===== config.mk =====
export PLATFORM = sky130hd
export DESIGN_NAME = pwm_duty_capture
export DESIGN_NICKNAME = d
export VERILOG_FILES = /design/src/rtl/pwm_duty_capture_pkg.sv /design/src/rtl/pwm_duty_capture_divider.sv /design/src/rtl/pwm_duty_capture.sv
export SDC_FILE = /design/constraint.sdc
export NUM_CORES = 1
export LEC_CHECK = 0
export ABC_AREA = 1
export ABC_CLOCK_PERIOD_IN_PS = 4300
export BUFFER_PORTS_ARGS = -buffer_cell sky130_fd_sc_hd__clkbuf_2
export CORE_MARGIN = 1.5
export CORE_UTILIZATION = 55
export CTS_BUF_LIST = sky130_fd_sc_hd__clkbuf_16
export CTS_CLUSTER_SIZE = 16
export DETAILED_ROUTE_END_ITERATION = 6
export MAX_ROUTING_LAYER = met4
export PLACE_DENSITY = 0.72
export SLEW_MARGIN = 25
export SYNTH_ARGS = -nofsm -noshare
export SYNTH_HDL_FRONTEND = slang
export SYNTH_SLANG_ARGS = --single-unit

===== constraint.sdc =====
create_clock -name clk -period 4.3 [get_ports clk]
set_input_delay 0.43 -clock clk [delete_from_list [all_inputs] [get_ports clk]]
set_output_delay 0.43 -clock clk [all_outputs]
set_load 0.1 [all_outputs]

===== src/rtl/pwm_duty_capture_pkg.sv =====
// pwm_duty_capture_pkg: shared constants for the PWM duty capture block.
// Used by the capture top, its divider and the bench.
`timescale 1ns/1ps
package pwm_duty_capture_pkg;

    localparam int DUTY_W      = 8;
    // Capture cycle to duty_valid visible, in clk cycles.
    localparam int DIV_LATENCY = 9;

    localparam logic [DUTY_W-1:0] DUTY_MAX = '1;

endpackage


===== src/rtl/pwm_duty_capture_divider.sv =====
// duty_divider: restoring divider, (dividend_h << 8) / divisor, 1 bit/cycle.
// Ports: start/dividend_h/divisor in; busy, done (last step), q (clamped).
`timescale 1ns/1ps
module duty_divider
    import pwm_duty_capture_pkg::*;
#(
    parameter int CNT_W = 20
) (
    input  logic              clk,
    input  logic              rst,
    input  logic              abort,
    input  logic              start,
    input  logic [CNT_W-1:0]  dividend_h,
    input  logic [CNT_W-1:0]  divisor,
    output logic              busy,
    output logic              done,
    output logic [DUTY_W-1:0] q
);

    localparam logic [2:0] LAST_STEP = 3'(DUTY_W - 1);

    logic              busy_q, busy_d;
    logic [2:0]        step_q, step_d;
    logic [CNT_W-1:0]  rem_q, rem_d;
    logic [CNT_W-1:0]  div_q, div_d;
    logic [DUTY_W-2:0] quo_q, quo_d;
    logic              ovf_q, ovf_d;

    logic [CNT_W:0]    rem_sh;
    logic              ge;
    logic [DUTY_W-1:0] quo_nx;

    // Low 8 dividend bits are zero, so each step just doubles the remainder.
    assign rem_sh = {rem_q, 1'b0};
    assign ge     = rem_sh >= {1'b0, div_q};
    assign quo_nx = {quo_q, ge};

    assign busy = busy_q;
    assign done = busy_q & (step_q == LAST_STEP);
    assign q    = ovf_q ? DUTY_MAX : quo_nx;

    always_comb begin
        busy_d = busy_q;
        step_d = step_q;
        rem_d  = rem_q;
        div_d  = div_q;
        quo_d  = quo_q;
        ovf_d  = ovf_q;
        if (abort) begin
            busy_d = 1'b0;
        end else if (busy_q) begin
            rem_d  = ge ? CNT_W'(rem_sh - {1'b0, div_q})
                        : rem_sh[CNT_W-1:0];
            quo_d  = quo_nx[DUTY_W-2:0];
            step_d = step_q + 3'd1;
            if (done) begin
                busy_d = 1'b0;
            end
        end else if (start) begin
            rem_d  = dividend_h;
            div_d  = divisor;
            // High time never reaches the period; clamp defensively.
            ovf_d  = dividend_h >= divisor;
            quo_d  = '0;
            step_d = '0;
            busy_d = 1'b1;
        end
    end

    always_ff @(posedge clk) begin
        if (rst) begin
            busy_q <= 1'b0;
            step_q <= '0;
            rem_q  <= '0;
            div_q  <= '0;
            quo_q  <= '0;
            ovf_q  <= 1'b0;
        end else begin
            busy_q <= busy_d;
            step_q <= step_d;
            rem_q  <= rem_d;
            div_q  <= div_d;
            quo_q  <= quo_d;
            ovf_q  <= ovf_d;
        end
    end

endmodule


===== src/rtl/pwm_duty_capture.sv =====
// pwm_duty_capture: measures period and 8-bit duty of an async PWM line.
// Ports: clk, rst, pwm_in -> duty, period, duty_valid (pulse), stuck.
`timescale 1ns/1ps
module pwm_duty_capture
    import pwm_duty_capture_pkg::*;
#(
    parameter int FREQ_CLK    = 100_000_000,
    parameter int CNT_W       = 20,
    parameter int TIMEOUT     = FREQ_CLK / 100,
    parameter int SYNC_STAGES = 2
) (
    input  logic              clk,
    input  logic              rst,
    input  logic              pwm_in,
    output logic [DUTY_W-1:0] duty,
    output logic [CNT_W-1:0]  period,
    output logic              duty_valid,
    output logic              stuck
);

    localparam logic [CNT_W-1:0] CNT_MAX = '1;
    localparam logic [CNT_W-1:0] TO_CNT  = CNT_W'(TIMEOUT);

    logic [SYNC_STAGES-1:0] sync_q;
    logic                   s_prev_q;
    logic [CNT_W-1:0]       cnt_p_q, cnt_p_d;
    logic [CNT_W-1:0]       cnt_h_q, cnt_h_d;
    logic [CNT_W-1:0]       per_pend_q, per_pend_d;
    logic [CNT_W-1:0]       period_q, period_d;
    logic [DUTY_W-1:0]      duty_q, duty_d;
    logic                   armed_q, armed_d;
    logic                   stuck_q, stuck_d;
    logic                   valid_q, valid_d;

    logic                   s, rise, timeout, capture;
    logic                   div_busy, div_done;
    logic [DUTY_W-1:0]      div_res;

    assign s       = sync_q[SYNC_STAGES-1];
    assign rise    = s & ~s_prev_q;
    // A rise in the same cycle keeps the line alive.
    assign timeout = (cnt_p_q == TO_CNT) & ~stuck_q & ~rise;
    assign capture = rise & armed_q & ~div_busy;

    duty_divider #(
        .CNT_W (CNT_W)
    ) u_div (
        .clk        (clk),
        .rst        (rst),
        .abort      (timeout),
        .start      (capture),
        .dividend_h (cnt_h_q),
        .divisor    (cnt_p_q),
        .busy       (div_busy),
        .done       (div_done),
        .q          (div_res)
    );

    always_comb begin
        cnt_p_d    = cnt_p_q;
        cnt_h_d    = cnt_h_q;
        per_pend_d = per_pend_q;
        period_d   = period_q;
        duty_d     = duty_q;
        armed_d    = armed_q;
        stuck_d    = stuck_q;
        valid_d    = 1'b0;

        if (rise) begin
            cnt_p_d = CNT_W'(1);
            cnt_h_d = CNT_W'(1);
            stuck_d = 1'b0;
            armed_d = 1'b1;
        end else begin
            if (cnt_p_q != CNT_MAX) cnt_p_d = cnt_p_q + CNT_W'(1);
            if (s && cnt_h_q != CNT_MAX) cnt_h_d = cnt_h_q + CNT_W'(1);
        end

        if (capture) per_pend_d = cnt_p_q;

        // Timeout outranks a finishing division.
        priority case (1'b1)
            timeout: begin
                stuck_d  = 1'b1;
                armed_d  = 1'b0;
                duty_d   = s ? DUTY_MAX : '0;
                period_d = '0;
                valid_d  = 1'b1;
            end
            div_done: begin
                duty_d   = div_res;
                period_d = per_pend_q;
                valid_d  = 1'b1;
            end
            default: ;
        endcase
    end

    always_ff @(posedge clk) begin
        if (rst) begin
            sync_q     <= '0;
            s_prev_q   <= 1'b0;
            cnt_p_q    <= '0;
            cnt_h_q    <= '0;
            per_pend_q <= '0;
            period_q   <= '0;
            duty_q     <= '0;
            armed_q    <= 1'b0;
            stuck_q    <= 1'b0;
            valid_q    <= 1'b0;
        end else begin
            sync_q     <= {sync_q[SYNC_STAGES-2:0], pwm_in};
            s_prev_q   <= s;
            cnt_p_q    <= cnt_p_d;
            cnt_h_q    <= cnt_h_d;
            per_pend_q <= per_pend_d;
            period_q   <= period_d;
            duty_q     <= duty_d;
            armed_q    <= armed_d;
            stuck_q    <= stuck_d;
            valid_q    <= valid_d;
        end
    end

    assign duty       = duty_q;
    assign period     = period_q;
    assign duty_valid = valid_q;
    assign stuck      = stuck_q;

endmodule


======== Yosys cells after proc, flatten, opt, wreduce, memory -nomap -nowiden ========
Cells that the tools add are included.
word-level totals
  bits in registers ....................... 146
  input port bits ......................... 3
  output and inout bits ................... 30
  word-level logic and storage cells ...... 71
cells by class
  add/sub/neg operators ................... 4
  magnitude comparators ................... 2
  equal/unequal tests ..................... 4
  multiplexer cells ....................... 22
  bitwise gates (word level) .............. 11
  reduce and logical (&&, ||, !) cells .... 10
operators by type and width
  operator                                        count
  two-way mux 20 bit                              3
  adder 20 x 1 -> 20 bit (second input constant)  2
  inequality test 20 bit (second input constant)  2
  two-way mux 8 bit                               4
  >= comparator 21 x 20 -> 1 bit                  1
  == test 20 bit (second input constant)          1
  >= comparator 20 bit                            1
  subtractor 20 bit                               1
  two-way mux 7 bit                               2
  two-way mux 1 bit                               11
  nonzero test 2 bit                              5
  AND 1 bit                                       6
  two-way mux 3 bit                               2
  inverter 1 bit                                  5
  OR reduction 2 bit                              2
  adder 3 x 1 -> 3 bit (second input constant)    1
  == test 3 bit (second input constant)           1
  AND reduction 3 bit                             1
  AND reduction 2 bit                             1
  logical AND 1 bit                               1

======== Logic depth before layout (Yosys ltp) ========
Gate-level depths: netlist of run 1.
  depth after elaboration ................. 6
  depth in mapped cells ................... 16
  gate-level depth less buffers ........... 15

======== Modules after synthesis ========
Synthesis of run 1 repeated with hierarchy kept, for this count alone.
unflattened totals
  cell total of the unflattened synthesis .. 1,280
  area total of the unflattened synthesis .. 8,475.6 um^2
by module, submodules not included
  module            times used  cells each  area an instance (um^2)  seq. area each (um^2)
  pwm_duty_capture  1           606         4,337.9                  1,881.8
  duty_divider      1           674         4,137.7                  1,041.0

======== Worst setup path after synthesis of run 1 ========
Ideal clock, no wire load.
  kind .................................... flip-flop to flip-flop
  start point ............................. register stuck_q (netlist: stuck)
  end point ............................... register duty_q[6] (netlist: duty[6])
  setup time .............................. 57 ps
  arrival time ............................ 1,828 ps
  data required time ...................... 4,243 ps
  setup slack ............................. 2,415 ps
  cell stages (with the launch flop) ...... 9
  path buffers ............................ 0
  clock period less this slack ............ 1,885 ps
  cell sequence ........................... dfxtp_1 nor2_1 nand4_1 inv_1 nor2_1 o21ai_0 nand3_1 nand2_1 inv_1
between the ends
  longest elaborated chain between the ends .. 4
  elaborated cells between the ends (all ways) .. 5
  classes of those cells .................. mux (1); bitwise (3); reduce/logical (1)
RTL lines
  item                                                            line                     source
  start, declared                                                 pwm_duty_capture.sv:32   logic stuck_q, stuck_d;
  start signal, assigned                                          pwm_duty_capture.sv:120  stuck_q <= stuck_d;
  inverter 1 bit *                                                pwm_duty_capture.sv:42   assign timeout = (cnt_p_q == TO_CNT) & ~stuck_q & ~rise;
  AND 1 bit * (2 in a row)                                        pwm_duty_capture.sv:42
  two-way mux 8 bit / nonzero test 2 bit (equally long branches)  --
  end signal, assigned                                            pwm_duty_capture.sv:118  duty_q <= duty_d;
  end, declared                                                   pwm_duty_capture.sv:30   logic [DUTY_W-1:0] duty_q, duty_d;
Mark *: on every way between the ends. The rest lies on a longest branch, timed or not.
A chain may end at the register's enable or synchronous reset.

======== Worst setup path in the final report of run 1 ========
  start point ............................. register u_div.div_q[9]
  end point ............................... register u_div.rem_q[9]
between the ends
  longest elaborated chain between the ends .. 3
  elaborated cells between the ends (all ways) .. 4
  classes of those cells .................. add/sub (1); order compare (1); mux (2)
RTL lines
  item                                                                        line                                                            source
  start, declared                                                             pwm_duty_capture_divider.sv:25                                  logic [CNT_W-1:0] div_q, div_d;
  start signal, assigned                                                      pwm_duty_capture_divider.sv:82                                  div_q <= div_d;
  subtractor 20 bit / >= comparator 21 x 20 -> 1 bit (equally long branches)  pwm_duty_capture_divider.sv:52, pwm_duty_capture_divider.sv:35
  two-way mux 20 bit *                                                        pwm_duty_capture_divider.sv:52                                  rem_d = ge ? CNT_W'(rem_sh - {1'b0, div_q})
  two-way mux 20 bit *                                                        pwm_duty_capture_divider.sv:51                                  end else if (busy_q) begin
  end signal, assigned                                                        pwm_duty_capture_divider.sv:81                                  rem_q <= rem_d;
  end, declared                                                               pwm_duty_capture_divider.sv:24                                  logic [CNT_W-1:0] rem_q, rem_d;
Marked as above.

==> results of run 1 <==
-- layout by cell type (no fill, tap or decap), types with 2 or more instances in the layout --
cell type	count
inv_2	5
a21oi_2	10
o21ai_0	25
buf_4	9
a21oi_1	154
nand4_1	18
ha_1	45
clkbuf_2	32
clkinv_1	3
inv_1	168
nor3_2	7
nor2_2	4
clkinv_2	2
nand3_1	62
clkbuf_16	17
dfxtp_1	146
nand3_2	21
nor3_1	18
clkinv_4	3
xnor2_1	12
nand2_1	408
nor2_1	63
xor2_1	20
nor4_1	3
nand2_2	6
nand3b_1	10
clkinvlp_4	3
-- flip-flops by register name, summed over array words and instances, names as in the netlist, 2 cells and up --
signal        flops
sync_q            2
per_pend_q       20
u_div.rem_q      20
duty              8
cnt_p_q          20
period           20
cnt_h_q          20
u_div.quo_q       7
u_div.step_q      3
u_div.div_q      20
-- logic make-up (layout without fill, tap and decap cells) --
kind of cell | after synthesis | in the layout | share of synthesized area (%)
compound gates | 194 | 194 | 12.1
xor+xnor | 32 | 32 | 3.32
fa+ha+maj | 46 | 46 | 6.90
buf+inv | 218 | 244 | 10.6
flops | 146 | 146 | 34.6
simple gates | 623 | 623 | 32.6
-- worst max-delay path: stages (launching register included) --
cell and delay (ns):
dfxtp_1 0.34, inv_1 0.05, ha_1 0.35, nand2_1 0.15
inv_2 0.05, nand2_1 0.11, inv_1 0.05, a21oi_1 0.20
nand2_2 0.09, nand2_2 0.40, nand2_2 0.45, nand2_1 0.24
nand3_2 0.08, a21oi_2 0.12
-- routing by layer --
metal	GRT usage, %	vias to the layer above	wire, um
met1	39.0	3657	10400
met4	7.62	0	462
met5	-	-	0
li1	-	4042	-
met3	5.57	32	1430
met2	47.0	237	10100
-- power by group through the flow --
stage | registers, W | clock network (W) | logic (W)
2_1_floorplan | 0.00140 | 0 | 0.000350
3_3_place_gp | 0.00140 | 0 | 0.000402
3_5_place_dp | 0.00140 | 0 | 0.000406
4_1_cts | 0.00137 | 0.00135 | 0.000409
5_1_grt | 0.00138 | 0.00140 | 0.000468
6_report | 0.00138 | 0.00134 | 0.000414
-- layout make-up --
class	instances	area (um2)	area share, %
Clock buffer	17	425	4.63
Clock inverter	15	97.6	1.06
Inverter	171	642	6.99
Multi-Input combinational cell	895	4640	50.5
Sequential cell	146	2920	31.8
Tap cell	188	235	2.56
Timing Repair Buffer	41	228	2.48
-- how the worst min path moves through the flow --
stage	from	end	slack [ns]
finish	pwm_in	sync_q[0]$_SDFF_PP0_	0.20
global route	pwm_in	sync_q[0]$_SDFF_PP0_	0.20
CTS	pwm_in	sync_q[0]$_SDFF_PP0_	0.20
detailed placement	sync_q[0]$_SDFF_PP0_	sync_q[1]$_SDFF_PP0_	0.40
global placement	sync_q[0]$_SDFF_PP0_	sync_q[1]$_SDFF_PP0_	0.40
floorplan	sync_q[0]$_SDFF_PP0_	sync_q[1]$_SDFF_PP0_	0.39
-- metrics by stage --
stage,cells,hold slack (ns),power [W]
global placement,1441,0.399,0.00181
CTS,1473,0.196,0.00313
finish,1473,0.203,0.00312
floorplan,1259,0.388,0.00175
global route,1473,0.198,0.00324
detailed placement,1441,0.397,0.00181
==> flow_summary_export.csv, run 1 <==
group,metric,value,unit
status,status,"finished with violations",
status,violations,"design-rule violations",
cts,cts_hold_buf,0,
logic_synthesis,yosysMostFrequentCell,"nand2_1",
finish,filler_cell_count,1431,
setup_path,cp_max_fo,22,
logic_synthesis,synth_area,8450,um2
logic_synthesis,synth_area_leaders,"dfxtp_1 (35%), nand2_1 (18%), a21oi_1 (9.1%), inv_1 (7.3%), ha_1 (6.7%)",
floorplan,start_util,56.0,%
pwr,p_sw,0.000906,W
logic_synthesis,synth.distinct_cells,35,
grt,antenna_found_initial,0,
pwr,combPwrFrac,13.3,%
sta,clock_skew,0.0102,ns
hold_path,min_path_cells,3,
route,drt-total-wl,22400,um
finish,final_util,60.9,%
cts,htreeDepth,4,
cts,cts_buffers,17,
grt,track_usage,29.6,%
setup_path,critical_path_class,"reg -> reg",
sta,rsz0062_at_grt,"false",
setup_path,r2r_setup_slack,1.55,ns
placement,gp_congestion,0.964,
logic_synthesis,synthCells,1259,
logic_synthesis,synth.avg_cell_area,6.71,um2
setup_path,arrival,3.11,ns
cts,cts.repair.resized,0,
setup_path,worst-r2r-cell-count,13,
logic_synthesis,ys_async_sr_fraction,0,%
logic_synthesis,synth-edff-count,0,
sta,finalCriticalPeriod,2.75,ns
setup_path,critical_path.startpoint_type,"flip-flop",
route,drc,5,
pwr,cellLeakagePower,4.09,nW
route,wire_per_inst,15.2,um
sta,setup_viol,0,
hold_path,hold_path_class,"in -> reg",
pwr,p_sw_share,29.0,%
floorplan,core.rowCount,45,
sta,clock.fmax,0.364,GHz
cts,cts_num_sinks,146,
pwr,internal-power,0.00222,W
placement,dp_slack,1.63,ns
pwr,ir_drop,346,uV
setup_path,endpoint,"u_div.rem_q[9]$_SDFFE_PP0P_",
cts,clk_pin_slew,0.06,ns
cts,cts_tree,"done",
logic_synthesis,synthTopCellsByCount,"nand2_1 (408), inv_1 (165), a21oi_1 (154)",
finish,n_antenna_cell,0,
floorplan,fp.dieW,127,um
sta,final.setup.tns,0,ns
floorplan,die_h,127,um
grt,grt_pass1_wl,36500,um
sta,slew_headroom,46.3,%
cts,root_buffer,"clkbuf_16",
logic_synthesis,synth-seq-area-share,34.6,%
setup_path,required,4.66,ns
cts,postCtsSetupBuffers,0,
run,drv_cap,0,
sta,final_hold_viol_count,0,
setup_path,r2r_start,"u_div.div_q[9]$_SDFFE_PP0P_",
route,dr.pass1.iters,7,
placement,portBuffers,32,
floorplan,core,15100,um2
finish,area_growth,8.71,%
route,drt.antenna.violating_nets,0,
finish,drive_gt1_share,9.65,%
cts,clk_latency,0.43,ns
sta,fin_ws,1.55,ns
setup_path,cp-end-kind,"flip-flop",
pwr,pwr-share-clk,42.7,%
logic_synthesis,yosysTopAreaCell,"dfxtp_1",
placement,place_area,8660,um2
sta,fin_crit_sh,63.9,%
floorplan,dieArea,16100,um2
route,drt_iter0_drc,649,
grt,grt_max_degree,46,
pwr,seqPwrFrac,44.0,%
cts,cts_buffer_depth,2,
placement,dp_hpwl,16700,um
logic_synthesis,synth_warnings,0,
logic_synthesis,syn-num-nets,1308,
pwr,power_density,340,nW/um2
route,vias_per_cell,5.41,
setup_path,startpoint,"u_div.div_q[9]$_SDFFE_PP0P_",
setup_path,r2r_end,"u_div.rem_q[9]$_SDFFE_PP0P_",
logic_synthesis,ys.flop_type,"dfxtp_1",
floorplan,pin_count,33,
logic_synthesis,netlist.area_leader.share,34.6,%
grt,first_global_vias,7199,
sta,tightest_slew,0.800,ns
route,vias,7968,
grt,overflow,0,
logic_synthesis,ys_ff_latch,146,
sta,finalMaxSlewViolations,0,
finish,fin_area,9190,um2
finish,nets,1321,
No activity file was read; power rests on OpenSTA's default activity.
==> inputs of run 2 (changes only) <==
- ABC_CLOCK_PERIOD_IN_PS: 4300 -> 2300
- PLACE_DENSITY: 0.72 -> 0.75
- clock period: 4.3 -> 2.3 ns (I/O delays scaled with it)
==> run 2 against run 1 <==
  * The run now ends clean
  * Sequential share of layout area down 1.1 points
  * Non-clock buffer count rose by 30
  * Global-route usage rose by 0.89 points
  * Maximum frequency increased by 29%
  * Clock skew is essentially flat
  * Via count up 3.3%
  * Core utilization increased by 2.2 points
  * Worst hold slack improved by 0.15 ns
  * Flip-flop and latch count is the same
  * Register-to-register slack got worse by 1.4 ns
  * Total power grew 97%
  * Design area grew 3.5%
  * Critical path type unchanged
  * Highest routed layer unchanged
==> flow_summary_export.csv, run 2 (same netlist as run 1, synthesis figures left out) <==
group,metric,value,unit
setup_path,cp-end-kind,"flip-flop",
grt,overflow,0,
grt,first_global_vias,7567,
placement,dp_slack,0.175,ns
finish,final_cell_mix,"nand2_1 (406), inv_1 (165), a21oi_1 (153)",
floorplan,start_util,56.0,%
hold_path,min_path_cells,5,
setup_path,required,2.61,ns
cts,postCtsSetupBuffers,0,
setup_path,critical_path.startpoint_type,"flip-flop",
cts,cts_tree,"done",
hold_path,hold_path_class,"in -> reg",
floorplan,fp.dieW,127,um
grt,antenna_found_initial,0,
finish,final_util,63.0,%
cts,cts_buffer_depth,2,
sta,clock_skew,0.0107,ns
sta,slew_headroom,43.1,%
sta,rsz0062_at_grt,"false",
placement,dp_hpwl,17200,um
finish,area_growth,12.6,%
route,drc,0,
sta,finalCriticalPeriod,2.13,ns
sta,final.setup.tns,0,ns
pwr,ir_drop,703,uV
finish,final_common_cell,"nand2_1",
pwr,power_density,648,nW/um2
route,drt_iter0_drc,699,
grt,grt_max_degree,60,
setup_path,worst-r2r-cell-count,12,
run,drv_cap,0,
finish,nets,1351,
sta,fin_ws,0.173,ns
sta,setup_viol,0,
route,vias,8230,
route,dr.pass1.iters,5,
route,drt.antenna.violating_nets,0,
finish,n_antenna_cell,0,
grt,track_usage,30.5,%
placement,dp.cells,1470,
route,vias_per_cell,5.48,
route,drt-total-wl,23300,um
pwr,cellLeakagePower,4.26,nW
sta,finalMaxSlewViolations,0,
cts,htreeDepth,4,
cts,clk_latency,0.43,ns
floorplan,core.rowCount,45,
cts,clk_pin_slew,0.07,ns
setup_path,critPathSlowestCell,"dfxtp_1",
sta,fin_crit_sh,92.5,%
cts,root_buffer,"clkbuf_16",
setup_path,critPathMaxStageDelay,0.39,ns
floorplan,dieArea,16100,um2
placement,gp_congestion,0.971,
placement,portBuffers,32,
sta,tightest_slew,0.848,ns
cts,cts_buffers,17,
status,status,"complete, no violations",
setup_path,cp_top_family,"simple AND/OR/NAND/NOR gates",
grt,grt_pass1_wl,37700,um
finish,drive_gt1_share,12.2,%
finish,stdcell_count,1503,
floorplan,die_h,127,um
setup_path,crit_chain,"inv_1 > ha_1 > ha_1 > nand4_1 > nor3_2 > nor2_1 > buf_4 > nand3_1 > nand2_1 > inv_1 > nand2_1 > a21oi_1",
setup_path,critical_path_class,"reg -> reg",
route,wire_per_inst,15.5,um
sta,final_hold_viol_count,0,
setup_path,critical_path_depth,12,
cts,cts_num_sinks,146,
setup_path,arrival,2.43,ns
floorplan,pin_count,33,
setup_path,cp_max_fo,14,
sta,clock.fmax,0.470,GHz
floorplan,core,15100,um2
setup_path,cp_num_buf_inv,3,
[run 2: cell count changes in the layout (fill, tap and decap cells not counted), moves of 2 or more]
cell / change
buf_12: +3
buf_4: +26
clkinv_4: -3
inv_1: -3
inv_6: +4
inv_8: +2
nand2_1: -2
nand2_2: +2
[run 2: metal layers]
metal	track usage, %	share of wire [%]
met5	-	0
met3	5.15	6.7
met1	39.6	45
met4	12.5	3.2
met2	47.3	45
[run 2: power breakdown]
part / total (W) / switching (W) / leakage (nW) / internal, W
clock: 0.00274 / 0.00122 / 0.270 / 0.00152
sequential: 0.00256 / 0.0000159 / 1.18 / 0.00255
combinational: 0.000859 / 0.000573 / 2.82 / 0.000286
total: 0.00616 / 0.00181 / 4.26 / 0.00435
[run 2: what timing repair did]
action	4_1_cts	5_1_grt
gates resized for setup	0	4
endpoints found under the hold margin	1	0
hold buffers	1	0
endpoints found under the setup margin	0	17
[run 2: layout make-up]
cell class | count | area (um2)
fillers | 1361 | 5580
multi-input cells | 895 | 4650
flip-flops and latches | 146 | 2920
inverters | 171 | 642
repair buffers | 71 | 493
clock buffers | 17 | 425
well taps | 188 | 235
clock inverters | 15 | 146
[run 2: path summary, 6_finish.rpt]
path | start | slack (ns) | endpoint
worst min-delay path | rst | 0.35 | cnt_p_q[13]$_SDFFE_PP0P_
worst max register to register | u_div.div_q[1]$_SDFFE_PP0P_ | 0.17 | u_div.rem_q[19]$_SDFFE_PP0P_
worst max-delay path | u_div.div_q[1]$_SDFFE_PP0P_ | 0.17 | u_div.rem_q[19]$_SDFFE_PP0P_
worst min register to register | sync_q[0]$_SDFF_PP0_ | 0.44 | sync_q[1]$_SDFF_PP0_
[run 2: per-stage QoR]
step	cell area, um2	hold WS (ns)	total power (W)
2_1_floorplan	8450	0.337	0.00327
3_3_place_gp	8920	0.421	0.00345
3_5_place_dp	8920	0.425	0.00346
4_1_cts	9500	0.328	0.00617
5_1_grt	9510	0.346	0.00638
6_report	9510	0.349	0.00616
[run 2: tightest hold or removal path: stages]
cell      delay (ns)
clkbuf_2        0.13
nor2_1          0.07
buf_4           0.18
nand2_1         0.08
inv_1           0.03
